===== config.mk =====
export PLATFORM = sky130hd
export DESIGN_NAME = mem_bus_master
export DESIGN_NICKNAME = d
export VERILOG_FILES = /design/src/rtl/mem_bus_pkg.sv /design/src/rtl/mem_rd_capture.sv /design/src/rtl/mem_bus_master.sv
export SDC_FILE = /design/constraint.sdc
export NUM_CORES = 1
export LEC_CHECK = 0
export ABC_AREA = 1
export ABC_CLOCK_PERIOD_IN_PS = 1760
export CORE_MARGIN = 4
export CORE_UTILIZATION = 41
export CTS_BUF_LIST = sky130_fd_sc_hd__clkbuf_4 sky130_fd_sc_hd__clkbuf_8 sky130_fd_sc_hd__clkbuf_16
export DETAILED_ROUTE_END_ITERATION = 10
export GPL_TIMING_DRIVEN = 0
export PLACE_DENSITY = 0.8
export SLEW_MARGIN = 20
export SYNTH_ARGS = -nofsm -noshare
export SYNTH_HDL_FRONTEND = slang
export SYNTH_SLANG_ARGS = --single-unit
export TNS_END_PERCENT = 50

===== constraint.sdc =====
create_clock -name clock -period 1.76 [get_ports clock]
set_clock_uncertainty 0.2 [all_clocks]
set_input_delay 0.528 -clock clock [delete_from_list [all_inputs] [get_ports clock]]
set_output_delay 0.528 -clock clock [all_outputs]
set_load 0.01 [all_outputs]

===== src/rtl/mem_bus_pkg.sv =====
// Shared types and default sizes for the Mini-SRC RAM initiator.
package mem_bus_pkg;

   localparam int DEFAULT_ADDR_W  = 9;
   localparam int DEFAULT_DATA_W  = 32;
   localparam int DEFAULT_BURST_W = 4;
   localparam int RAM_DEPTH       = 512;

   typedef enum logic [2:0] {
      IDLE,
      WR,
      RD_ISSUE,
      RD_DRAIN,
      DONE
   } state_t;

endpackage


===== src/rtl/mem_rd_capture.sv =====
// Aligns the RAM's one-cycle read latency: registers the issue flag, then
// captures the returned word into rdata with a one-cycle rvalid pulse.
module mem_rd_capture #(
   parameter int DATA_W = 32
) (
   input  logic              clock,
   input  logic              clear_n,
   input  logic              issue,
   input  logic [DATA_W-1:0] ram_data_out,
   output logic [DATA_W-1:0] rdata,
   output logic              rvalid
);

   logic iss;

   always_ff @(posedge clock or negedge clear_n) begin
      if (!clear_n) begin
         iss    <= 1'b0;
         rdata  <= '0;
         rvalid <= 1'b0;
      end else begin
         iss <= issue;
         if (iss) begin
            rdata  <= ram_data_out;
            rvalid <= 1'b1;
         end else begin
            rvalid <= 1'b0;
         end
      end
   end

endmodule


===== src/rtl/mem_bus_master.sv =====
// Initiator for the 512 x 32 synchronous RAM: single write, single read and
// incrementing burst read behind a four-phase req/ack handshake.
//
// Handshake: req is a level held high until ack is seen; ack stays high until
// req falls, and the block returns to IDLE only after req has been seen low.
module mem_bus_master
   import mem_bus_pkg::*;
#(
   parameter int ADDR_W  = DEFAULT_ADDR_W,
   parameter int DATA_W  = DEFAULT_DATA_W,
   parameter int BURST_W = DEFAULT_BURST_W
) (
   input  logic               clock,
   input  logic               clear_n,
   input  logic               req,
   input  logic               we,
   input  logic [ADDR_W-1:0]  addr,
   input  logic [BURST_W-1:0] burst_len,
   input  logic [DATA_W-1:0]  wdata,
   output logic [DATA_W-1:0]  rdata,
   output logic               rvalid,
   output logic               ack,
   output logic               busy,
   output logic               ram_read,
   output logic               ram_write,
   output logic [ADDR_W-1:0]  ram_address,
   output logic [DATA_W-1:0]  ram_data_in,
   input  logic [DATA_W-1:0]  ram_data_out,
   output state_t             dbg_state
);

   localparam logic [ADDR_W-1:0]  ADDR_ONE = 1;
   localparam logic [BURST_W-1:0] CNT_ONE  = 1;

   state_t             state;
   state_t             state_nxt;
   logic [ADDR_W-1:0]  mar;
   logic [BURST_W-1:0] cnt;
   logic [DATA_W-1:0]  wreg;

   always_ff @(posedge clock or negedge clear_n) begin
      if (!clear_n) begin
         state <= IDLE;
         mar   <= '0;
         cnt   <= '0;
         wreg  <= '0;
      end else begin
         state <= state_nxt;
         case (state)
            IDLE: begin
               if (req) begin
                  mar  <= addr;
                  wreg <= wdata;
                  cnt  <= burst_len;
               end
            end
            // mar wraps naturally at the top of the RAM
            RD_ISSUE: begin
               mar <= mar + ADDR_ONE;
               cnt <= cnt - CNT_ONE;
            end
            default: ;
         endcase
      end
   end

   always_comb begin
      state_nxt = state;
      ram_read  = 1'b0;
      ram_write = 1'b0;
      case (state)
         IDLE: begin
            if (req) state_nxt = we ? WR : RD_ISSUE;
         end
         WR: begin
            ram_write = 1'b1;
            state_nxt = DONE;
         end
         RD_ISSUE: begin
            ram_read = 1'b1;
            if (cnt == '0) state_nxt = RD_DRAIN;
         end
         RD_DRAIN: state_nxt = DONE;
         DONE: begin
            if (!req) state_nxt = IDLE;
         end
         default: state_nxt = IDLE;
      endcase
   end

   // RAM-side address and data come only from registers, never from req/addr.
   assign ram_address = mar;
   assign ram_data_in = wreg;
   assign ack         = (state == DONE);
   assign busy        = (state != IDLE);
   assign dbg_state   = state;

   mem_rd_capture #(
      .DATA_W (DATA_W)
   ) u_capture (
      .clock        (clock),
      .clear_n      (clear_n),
      .issue        (state == RD_ISSUE),
      .ram_data_out (ram_data_out),
      .rdata        (rdata),
      .rvalid       (rvalid)
   );

endmodule


==> impl_metrics.json, run 1 <==
{
  "outcome": "complete, but fails checks",
  "violations": "setup timing",
  "syn_inst": 351,
  "cp.arrival_ns": 1.23,
  "die_x_um": 100,
  "stdcell_area_mm2": 0.00565,
  "grt_pass1_wl_mm": 15.1,
  "wirelength_mm": 9.36,
  "cp-startpoint": "dbg_state[0]$_DFFE_PN0P_",
  "grt_antenna_before_repair": 0,
  "yosysTopAreaCell": "dfrtp_1",
  "fillers": 636,
  "r2r_slack_ns": -0.02,
  "reg2regPathDepth": 7,
  "drcViolationCount": 0,
  "ios": 162,
  "critPathLaunchType": "flip-flop",
  "htreeDepth": 3,
  "cts_buffers": 9,
  "dpl.hpwl_mm": 6.90,
  "multi_input_area_mm2": 0.00130,
  "ys_seq_elements": 82,
  "first_global_vias": 3154,
  "power_per_cell_area_mw_per_mm2": 1760,
  "fin_total_pwr_mw": 9.95,
  "io_buffer_count": 161,
  "post-route-min-period_ns": 1.96,
  "vias": 3124,
  "track_usage_pct": 18.8,
  "hp-class": "reg2reg",
  "drv_slew": 0,
  "clk_path_buf_depth": 2,
  "clk_latency_ns": 0.34,
  "synth_area_mm2": 0.00347,
  "tightest_slew_ns": 0.496,
  "r2r_start": "dbg_state[0]$_DFFE_PN0P_",
  "synth.avg_cell_area_um2": 9.88,
  "maxCapViolations": 0,
  "stdcell_count": 659,
  "tns_ns": -1.09,
  "clk_pin_slew_ns": 0.09,
  "detailedRoute.firstPassIterationCount": 4,
  "crit_type": "reg2out",
  "num_antenna_cells": 0,
  "grt_max_degree": 47,
  "endpoint_kind": "output pin",
  "synthArstFlopShare_pct": 100,
  "core.rowCount": 33,
  "yosysSeqAreaShare_pct": 59.2,
  "initial_core_util_pct": 42.2,
  "cp_max_fo": 4,
  "yosysMostFrequentCell": "nand2_1",
  "finalHoldViolCount": 0,
  "ys_types": 27,
  "grt_overflow": 0,
  "hold_depth": 0,
  "post_drt_wl_per_cell_um": 14.2,
  "place.gp.congestion": 0.807,
  "worst_slack_ns": -0.200,
  "layout-drive-gt1-share_pct": 20.8,
  "regToRegEndpoint": "ram_data_in[12]$_DFFE_PN0P_",
  "slew_headroom_pct": 66.9,
  "rsz0062_at_grt": "yes",
  "yosysTopAreaCellShare_pct": 59.2,
  "crit_path_end": "ram_read",
  "peakVddDrop_mv": 0.846,
  "synth_nets": 434,
  "synth_ff_type": "dfrtp_1",
  "fp.dieH_um": 100,
  "via_per_inst": 4.74,
  "drtAntennaViolNets": 0,
  "cp.required_ns": 1.03,
  "clock-root-buffer": "clkbuf_8",
  "nets": 632,
  "synthTopCellsByArea": "dfrtp_1 (59%), nand2_1 (16%), mux2_2 (9.7%), nand3_1 (2.5%), nor2_1 (2.2%)",
  "area_delta_synth_final_pct": 63.0,
  "netlist_top_cells_count": "nand2_1 (145), dfrtp_1 (82), mux2_2 (30)",
  "core_area_mm2": 0.00822,
  "fp.dieArea_mm2": 0.00999,
  "setup_violations": 18,
  "dp_cells": 618,
  "power.leakage_nw": 2.71,
  "final-seq-area_mm2": 0.00206,
  "cts_sinks": 82,
  "cts_tree": "done",
  "synth-edff-count": 0,
  "place_area_mm2": 0.00524,
  "fin_crit_sh_pct": 111,
  "fmax_mhz": 510,
  "ys_warn_count": 0,
  "drt-initial-drc-count": 59
}
where the power goes:
group / switching (mW) / internal [mW] / leakage, nW
clock: 0.706 / 0.568 / 0.0948
sequential: 0.542 / 2.84 / 0.988
combinational: 2.57 / 2.72 / 1.62
total: 3.82 / 6.13 / 2.71
placed cells by master, fill, tap and decap left out, types with 2 or more instances in the layout:
master,count
a21oi_1,3
buf_2,8
buf_4,25
buf_6,8
buf_8,2
clkbuf_2,7
clkbuf_8,10
clkdlybuf4s15_1,63
clkdlybuf4s50_1,79
clkinv_4,2
dfrtp_1,78
dfrtp_2,4
dlygate4sd2_1,4
ha_1,2
inv_1,14
inv_6,2
inv_8,2
mux2_1,2
mux2_2,30
nand2_1,143
nand2_4,2
nand3_1,17
nand4_1,2
nor2_1,18
nor2_2,2
o21ai_0,7
o22ai_1,2
worst min-delay path by stage:
| stage | startpoint | end |
|---|---|---|
| floorplan | clear_n | cnt[0]$_DFFE_PN0P_ |
| global placement | u_capture.iss$_DFF_PN0_ | u_capture.rvalid$_DFF_PN0_ |
| detailed placement | u_capture.iss$_DFF_PN0_ | u_capture.rvalid$_DFF_PN0_ |
| CTS | u_capture.iss$_DFF_PN0_ | u_capture.rvalid$_DFF_PN0_ |
| global route | u_capture.iss$_DFF_PN0_ | u_capture.rvalid$_DFF_PN0_ |
| finish | u_capture.iss$_DFF_PN0_ | u_capture.rvalid$_DFF_PN0_ |
layout make-up:
type                       count  area share (%)
buffer                        11            1.51
sequential                    82            36.4
inverter                      18            1.64
clock buffer                  10            2.43
clock inverter                 6           0.885
tap                          105            2.32
multi-input combinational    239            23.1
timing repair buffer         188            31.8
metrics by stage:
stage,worst slack [ns],utilization (%),hold slack [ns]
floorplan,0.0628,-,0.0324
global placement,-2.94,63.4,0.167
detailed placement,-0.549,63.7,0.163
CTS,-0.237,68.1,0.204
global route,-0.255,68.8,0.221
finish,-0.200,68.8,0.200
kinds of logic after synthesis:
family / count (synthesis) / synth area share, %
adder cells (fa/ha/maj): 2 / 0.722
multiplexers: 32 / 10.4
buffers and inverters: 30 / 4.58
flip-flops: 82 / 59.2
AND/OR/NAND/NOR: 189 / 22.4
AO/OA/AOI/OAI: 16 / 2.71
critical path, stage by stage (launching register included):
cell and delay [ns]:
dfrtp_2 0.48, nor2_8 0.19, nand2_8 0.08, clkinv_8 0.05, buf_6 0.09
per-layer routing:
metal,global-route usage (%),part of all wire [%]
met3,4.31,7.1
met5,0,0
met2,31.2,49
met1,24.4,42
met4,6.41,1.2
registers in the layout, indices dropped and copies added, names as in the netlist:
register / count
cnt: 4
dbg_state: 3
ram_address: 9
ram_data_in: 32
u_capture.iss: 1
u_capture.rdata: 32
u_capture.rvalid: 1
what timing repair did:
action | CTS | global route
setup endpoints to repair | 81 | 38
hold buffers | 1 | 0
setup buffers | 22 | 3
gates resized for setup | 173 | 39
pin swaps | 4 | 3
gates cloned | 0 | 0
endpoints found under the hold margin | 36 | 0
Power figures use the tool's default switching activity.
==> run 2, diff against run 1 <==
--- a/config.mk
+++ b/config.mk
@@ -12,7 +12,7 @@
 export CTS_BUF_LIST = sky130_fd_sc_hd__clkbuf_4 sky130_fd_sc_hd__clkbuf_8 sky130_fd_sc_hd__clkbuf_16
 export DETAILED_ROUTE_END_ITERATION = 10
 export GPL_TIMING_DRIVEN = 0
-export PLACE_DENSITY = 0.8
+export PLACE_DENSITY = 0.9
 export SLEW_MARGIN = 20
 export SYNTH_ARGS = -nofsm -noshare
 export SYNTH_HDL_FRONTEND = slang
==> run 2 against run 1 <==
The run still ends with setup timing left. Worst hold slack worse by 0.0071 ns. Via count increased by 2.9%. Worst setup slack worse by 0.015 ns. Combinational power increased by 7.0%. Sequential share of layout area shrank 0.81 points. First-iteration DRC count up 98%. Die area is the same. Critical endpoint is now busy.
==> impl_metrics.json, run 2 (same netlist as run 1, synthesis figures left out) <==
{
  "drv_slew": 0,
  "final-seq-area_mm2": 0.00206,
  "layout-drive-gt1-share_pct": 28.7,
  "nets": 639,
  "cp.required_ns": 1.03,
  "slew_headroom_pct": 68.1,
  "power_per_cell_area_mw_per_mm2": 1780,
  "worst_slack_ns": -0.215,
  "io_buffer_count": 161,
  "clk_pin_slew_ns": 0.09,
  "clk_latency_ns": 0.34,
  "num_antenna_cells": 0,
  "multi_input_area_mm2": 0.00139,
  "grt_overflow": 0,
  "fillers": 568,
  "fp.dieH_um": 100,
  "grt_antenna_before_repair": 0,
  "cts_tree": "done",
  "fin_crit_sh_pct": 112,
  "critPathSlowestCell": "dfrtp_2",
  "crit_top_cell": "buf_6",
  "crit_type": "reg2out",
  "detailedRoute.firstPassIterationCount": 4,
  "drcViolationCount": 0,
  "power.leakage_nw": 2.79,
  "post-route-min-period_ns": 1.97,
  "dpl.hpwl_mm": 7.03,
  "clk_path_buf_depth": 2,
  "rsz0062_at_grt": "yes",
  "vias": 3216,
  "fin_total_pwr_mw": 10.3,
  "cp.arrival_ns": 1.25,
  "grt_pass1_wl_mm": 15.2,
  "wirelength_mm": 10.2,
  "first_global_vias": 3155,
  "fin_util_pct": 70.4,
  "cts_sinks": 82,
  "outcome": "complete, but fails checks",
  "r2r_slack_ns": -0.11,
  "area_delta_synth_final_pct": 66.8,
  "clock-root-buffer": "clkbuf_8",
  "whs_endpoint": "u_capture.rvalid$_DFF_PN0_",
  "ios": 162,
  "peakVddDrop_mv": 0.896,
  "setup_violations": 45,
  "hold_depth": 0,
  "hp-class": "reg2reg",
  "die_x_um": 100,
  "maxCapViolations": 0,
  "cts_buffers": 9,
  "via_per_inst": 4.83,
  "fmax_mhz": 506,
  "track_usage_pct": 19.2,
  "r2r_start": "dbg_state[0]$_DFFE_PN0P_",
  "critPathLaunchType": "flip-flop",
  "most-common-layout-cells": "nand2_1 (117), clkdlybuf4s50_1 (79), dfrtp_1 (78)",
  "final_common_cell": "nand2_1",
  "finalHoldViolCount": 0,
  "path_cells": "nor2_8, buf_6, nand2_4, buf_6",
  "hp-start": "u_capture.iss$_DFF_PN0_",
  "violations": "setup timing",
  "tightest_slew_ns": 0.479,
  "core.rowCount": 33,
  "initial_core_util_pct": 42.2,
  "regToRegEndpoint": "cnt[1]$_DFFE_PN0P_",
  "place.gp.congestion": 0.865,
  "drt-initial-drc-count": 117,
  "dp_cells": 618,
  "drtAntennaViolNets": 0,
  "core_area_mm2": 0.00822,
  "endpoint_kind": "output pin",
  "post_drt_wl_per_cell_um": 15.4,
  "cp_max_fo": 2,
  "cpPeakStageDelay_ns": 0.45,
  "reg2regPathDepth": 10,
  "stdcell_count": 666,
  "htreeDepth": 3,
  "grt_max_degree": 49,
  "place_ws_ns": -0.538,
  "fp.dieArea_mm2": 0.00999
}
==> run 2: changes by cell type in the layout (fill, tap and decap cells not counted), moves of 2 or more <==
cell / before / now
clkdlybuf4s15_1: 63 / 53
nor2_1: 18 / 20
nand2_2: 0 / 23
clkbuf_16: 0 / 3
nand2_1: 143 / 117
nand2_4: 2 / 5
dlygate4sd2_1: 4 / 0
nor2_2: 2 / 0
clkbuf_2: 7 / 22
==> run 2: routing by layer <==
metal	global-route usage, %	routed length, um	up-vias
met2	31.7	5050	161
met3	5.63	828	18
met5	0	0	-
met1	24.3	4140	1507
met4	6.41	216	0
li1	-	-	1530
==> run 2: cell type report <==
class                      count  share of cell area (%)
timing repair buffer         193                    31.6
multi-input combinational    240                    24.0
inverter                      18                    1.60
timing repair inverter         1                   0.108
sequential                    82                    35.6
buffer                        11                    1.82
clock inverter                 7                   0.931
clock buffer                   9                    2.14
tap                          105                    2.27
==> run 2: how the worst max path moves through the flow <==
| stage | from | endpoint | slack (ns) |
|---|---|---|---|
| 2_1_floorplan | dbg_state[0]$_DFFE_PN0P_ | ram_read | 0.06 |
| 3_3_place_gp | clear_n | ram_address[3]$_DFFE_PN0P_ | -2.89 |
| 3_5_place_dp | dbg_state[0]$_DFFE_PN0P_ | ram_read | -0.54 |
| 4_1_cts | dbg_state[2]$_DFFE_PN0P_ | busy | -0.24 |
| 5_1_grt | dbg_state[1]$_DFFE_PN0P_ | ack | -0.27 |
| 6_report | dbg_state[0]$_DFFE_PN0P_ | busy | -0.21 |
==> run 2: where the power goes <==
group          internal, mW  switching, mW
Clock                 0.524          0.714
Combinational          2.88           2.79
Sequential             2.84          0.549
Total                  6.25           4.05
==> run 2: metrics by stage <==
step	setup TNS, ns	hold WS, ns	cell area [um2]
3_5_place_dp	-12.61	0.176	5240
4_1_cts	-2.20	0.199	5600
2_1_floorplan	0	0.0324	3470
6_report	-3.35	0.193	5780
3_3_place_gp	-248.36	0.184	5210
5_1_grt	-6.15	0.216	5780
==> run 2: critical path: cells and delay by family, from the launching register on <==
family	cells	cell delay (ns)
flops	1	0.45
simple gates	2	0.20
buf+inv	2	0.24
==> run 2: repair_timing <==
| item | in CTS | in global routing |
|---|---|---|
| endpoints found under the hold margin | 34 | 0 |
| resized for setup | 181 | 82 |
| setup buffers | 20 | 6 |
| hold buffers | 1 | 0 |
| cloned | 0 | 6 |
| pin swaps | 3 | 16 |
| endpoints found under the setup margin | 81 | 71 |
==> run 3, diff against run 2 <==
--- a/config.mk
+++ b/config.mk
@@ -6,13 +6,13 @@
 export NUM_CORES = 1
 export LEC_CHECK = 0
 export ABC_AREA = 1
-export ABC_CLOCK_PERIOD_IN_PS = 1760
+export ABC_CLOCK_PERIOD_IN_PS = 2330
 export CORE_MARGIN = 4
-export CORE_UTILIZATION = 41
+export CORE_UTILIZATION = 44
 export CTS_BUF_LIST = sky130_fd_sc_hd__clkbuf_4 sky130_fd_sc_hd__clkbuf_8 sky130_fd_sc_hd__clkbuf_16
 export DETAILED_ROUTE_END_ITERATION = 10
 export GPL_TIMING_DRIVEN = 0
-export PLACE_DENSITY = 0.9
+export PLACE_DENSITY = 0.95
 export SLEW_MARGIN = 20
 export SYNTH_ARGS = -nofsm -noshare
 export SYNTH_HDL_FRONTEND = slang
==> constraint.sdc (replaced) <==
create_clock -name clock -period 2.33 [get_ports clock]
set_clock_uncertainty 0.2 [all_clocks]
set_input_delay 0.699 -clock clock [delete_from_list [all_inputs] [get_ports clock]]
set_output_delay 0.699 -clock clock [all_outputs]
set_load 0.01 [all_outputs]
==> run 3 against run 2 <==
The flow now finishes without violations. Clock power is 6% lower. Flip-flop and latch count did not move. Non-clock buffer count fell by 26. Cell area down 4.7%. Core utilization is 1.3 points higher. Worst setup slack gained 0.28 ns. Cell count down 4.7%. Worst hold slack lost 0.065 ns. Critical path type unchanged.
==> impl_metrics.json, run 3 (same netlist as run 1, synthesis figures left out) <==
{
  "outcome": "completed",
  "critPathSlowestCell": "clkdlybuf4s50_1",
  "core_area_mm2": 0.00769,
  "clk_path_buf_depth": 2,
  "clk_pin_slew_ns": 0.09,
  "cts_tree": "done",
  "initial_core_util_pct": 45.1,
  "grt_overflow": 0,
  "htreeDepth": 3,
  "drcViolationCount": 0,
  "core.rowCount": 32,
  "wirelength_mm": 9.25,
  "post-route-min-period_ns": 2.27,
  "area_delta_synth_final_pct": 58.9,
  "endpoint_kind": "output pin",
  "critPathLaunchType": "flip-flop",
  "critical-path-top-delay-family": "buffers and inverters",
  "layout-drive-gt1-share_pct": 14.6,
  "peakVddDrop_mv": 0.671,
  "timing.critical_path.buf_inv": 1,
  "dpl.hpwl_mm": 7.18,
  "detailedRoute.firstPassIterationCount": 4,
  "first_global_vias": 3193,
  "track_usage_pct": 20.2,
  "grt_max_degree": 43,
  "most-common-layout-cells": "clkdlybuf4s50_1 (153), nand2_1 (145), dfrtp_1 (78)",
  "cp.required_ns": 1.43,
  "nets": 611,
  "fin_total_pwr_mw": 7.70,
  "fp.dieArea_mm2": 0.00936,
  "die_x_um": 96.8,
  "fillers": 551,
  "io_buffer_count": 161,
  "fin_crit_sh_pct": 97.3,
  "cts_buffers": 9,
  "drv_slew": 0,
  "via_per_inst": 4.87,
  "crit_type": "reg2out",
  "clock-root-buffer": "clkbuf_8",
  "place.gp.congestion": 0.829,
  "grt_pass1_wl_mm": 15.5,
  "final_common_cell": "clkdlybuf4s50_1",
  "grt_antenna_before_repair": 0,
  "stdcell_area_mm2": 0.00551,
  "power_per_cell_area_mw_per_mm2": 1400,
  "final-seq-area_mm2": 0.00206,
  "num_antenna_cells": 0,
  "fp.dieH_um": 96.8,
  "post_drt_wl_per_cell_um": 14.6,
  "drtAntennaViolNets": 0,
  "multi_input_area_mm2": 0.00127,
  "finalHoldViolCount": 0,
  "r2r_slack_ns": 0.61,
  "drt-initial-drc-count": 118,
  "fmax_mhz": 441,
  "maxCapViolations": 0,
  "vias": 3094,
  "hp-class": "in2async",
  "path_cells": "clkdlybuf4s50_1",
  "cp.arrival_ns": 1.37,
  "place_area_mm2": 0.00522,
  "setup_violations": 0,
  "tightest_slew_ns": 0.530,
  "cpPeakStageDelay_ns": 0.58,
  "cts_sinks": 82,
  "power.leakage_nw": 2.57,
  "clk_latency_ns": 0.33,
  "slew_headroom_pct": 64.7,
  "cp_max_fo": 6,
  "ios": 162
}
-- run 3: changes by cell type in the layout (fill, tap and decap cells not counted), moves of 3 or more --
cell             delta
clkbuf_2           -21
nand2_1            +28
nand2_4             -5
clkdlybuf4s15_1    -52
nand2_2            -23
clkbuf_16           -3
clkdlybuf4s50_1    +74
buf_4              -17
buf_6               -6
buf_8               -3
-- run 3: cell type report --
| class | instances | share of cell area, % |
|---|---|---|
| inverter | 18 | 1.50 |
| timing repair buffer | 167 | 30.1 |
| tap | 102 | 2.32 |
| buffer | 11 | 1.36 |
| clock inverter | 5 | 1.57 |
| clock buffer | 11 | 2.75 |
| multi-input combinational | 239 | 23.1 |
| sequential | 82 | 37.3 |
-- run 3: metal layers --
layer	up-vias	global-route usage, %	part of all wire [%]
met5	-	0	0
met1	1439	26.6	44
li1	1479	-	-
met2	162	32.9	47
met3	14	4.61	7.0
met4	0	6.91	1.8
-- run 3: worst paths after layout --
| path | start | endpoint | cells after the start |
|---|---|---|---|
| worst max-delay path | ram_address[2]$_DFFE_PN0P_ | ram_address[2] | 1 |
| worst min-delay path | clear_n | u_capture.rdata[18]$_DFFE_PN0P_ | 1 |
| worst max register to register | dbg_state[0]$_DFFE_PN0P_ | ram_data_in[19]$_DFFE_PN0P_ | 8 |
| worst min register to register | u_capture.iss$_DFF_PN0_ | u_capture.rvalid$_DFF_PN0_ | 0 |
| max in group asynchronous | clear_n | dbg_state[2]$_DFFE_PN0P_ | 2 |
| min in group clock | u_capture.iss$_DFF_PN0_ | u_capture.rvalid$_DFF_PN0_ | 0 |
-- run 3: stage by stage --
| stage | setup WS, ns | hold WS, ns | util, % | std cells | setup TNS [ns] |
|---|---|---|---|---|---|
| 2_1_floorplan | 0.462 | 0.152 | - | 351 | 0 |
| 3_3_place_gp | -2.41 | 0.177 | 67.7 | 614 | -197.25 |
| 3_5_place_dp | -0.156 | 0.175 | 68.0 | 615 | -0.156 |
| 4_1_cts | -0.114 | 0.140 | 71.4 | 634 | -0.114 |
| 5_1_grt | -0.00615 | 0.157 | 71.7 | 635 | -0.00615 |
| 6_report | 0.0639 | 0.128 | 71.7 | 635 | 0 |
-- run 3: power by group --
part	internal (mW)	switching [mW]
clock network	0.668	0.496
logic	2.12	1.78
registers	2.15	0.494
-- run 3: repair_timing --
item	4_1_cts	5_1_grt
endpoints found under the setup margin	6	2
hold buffers	0	0
pin swaps	1	1
buffers inserted	3	2
resized for setup	12	11
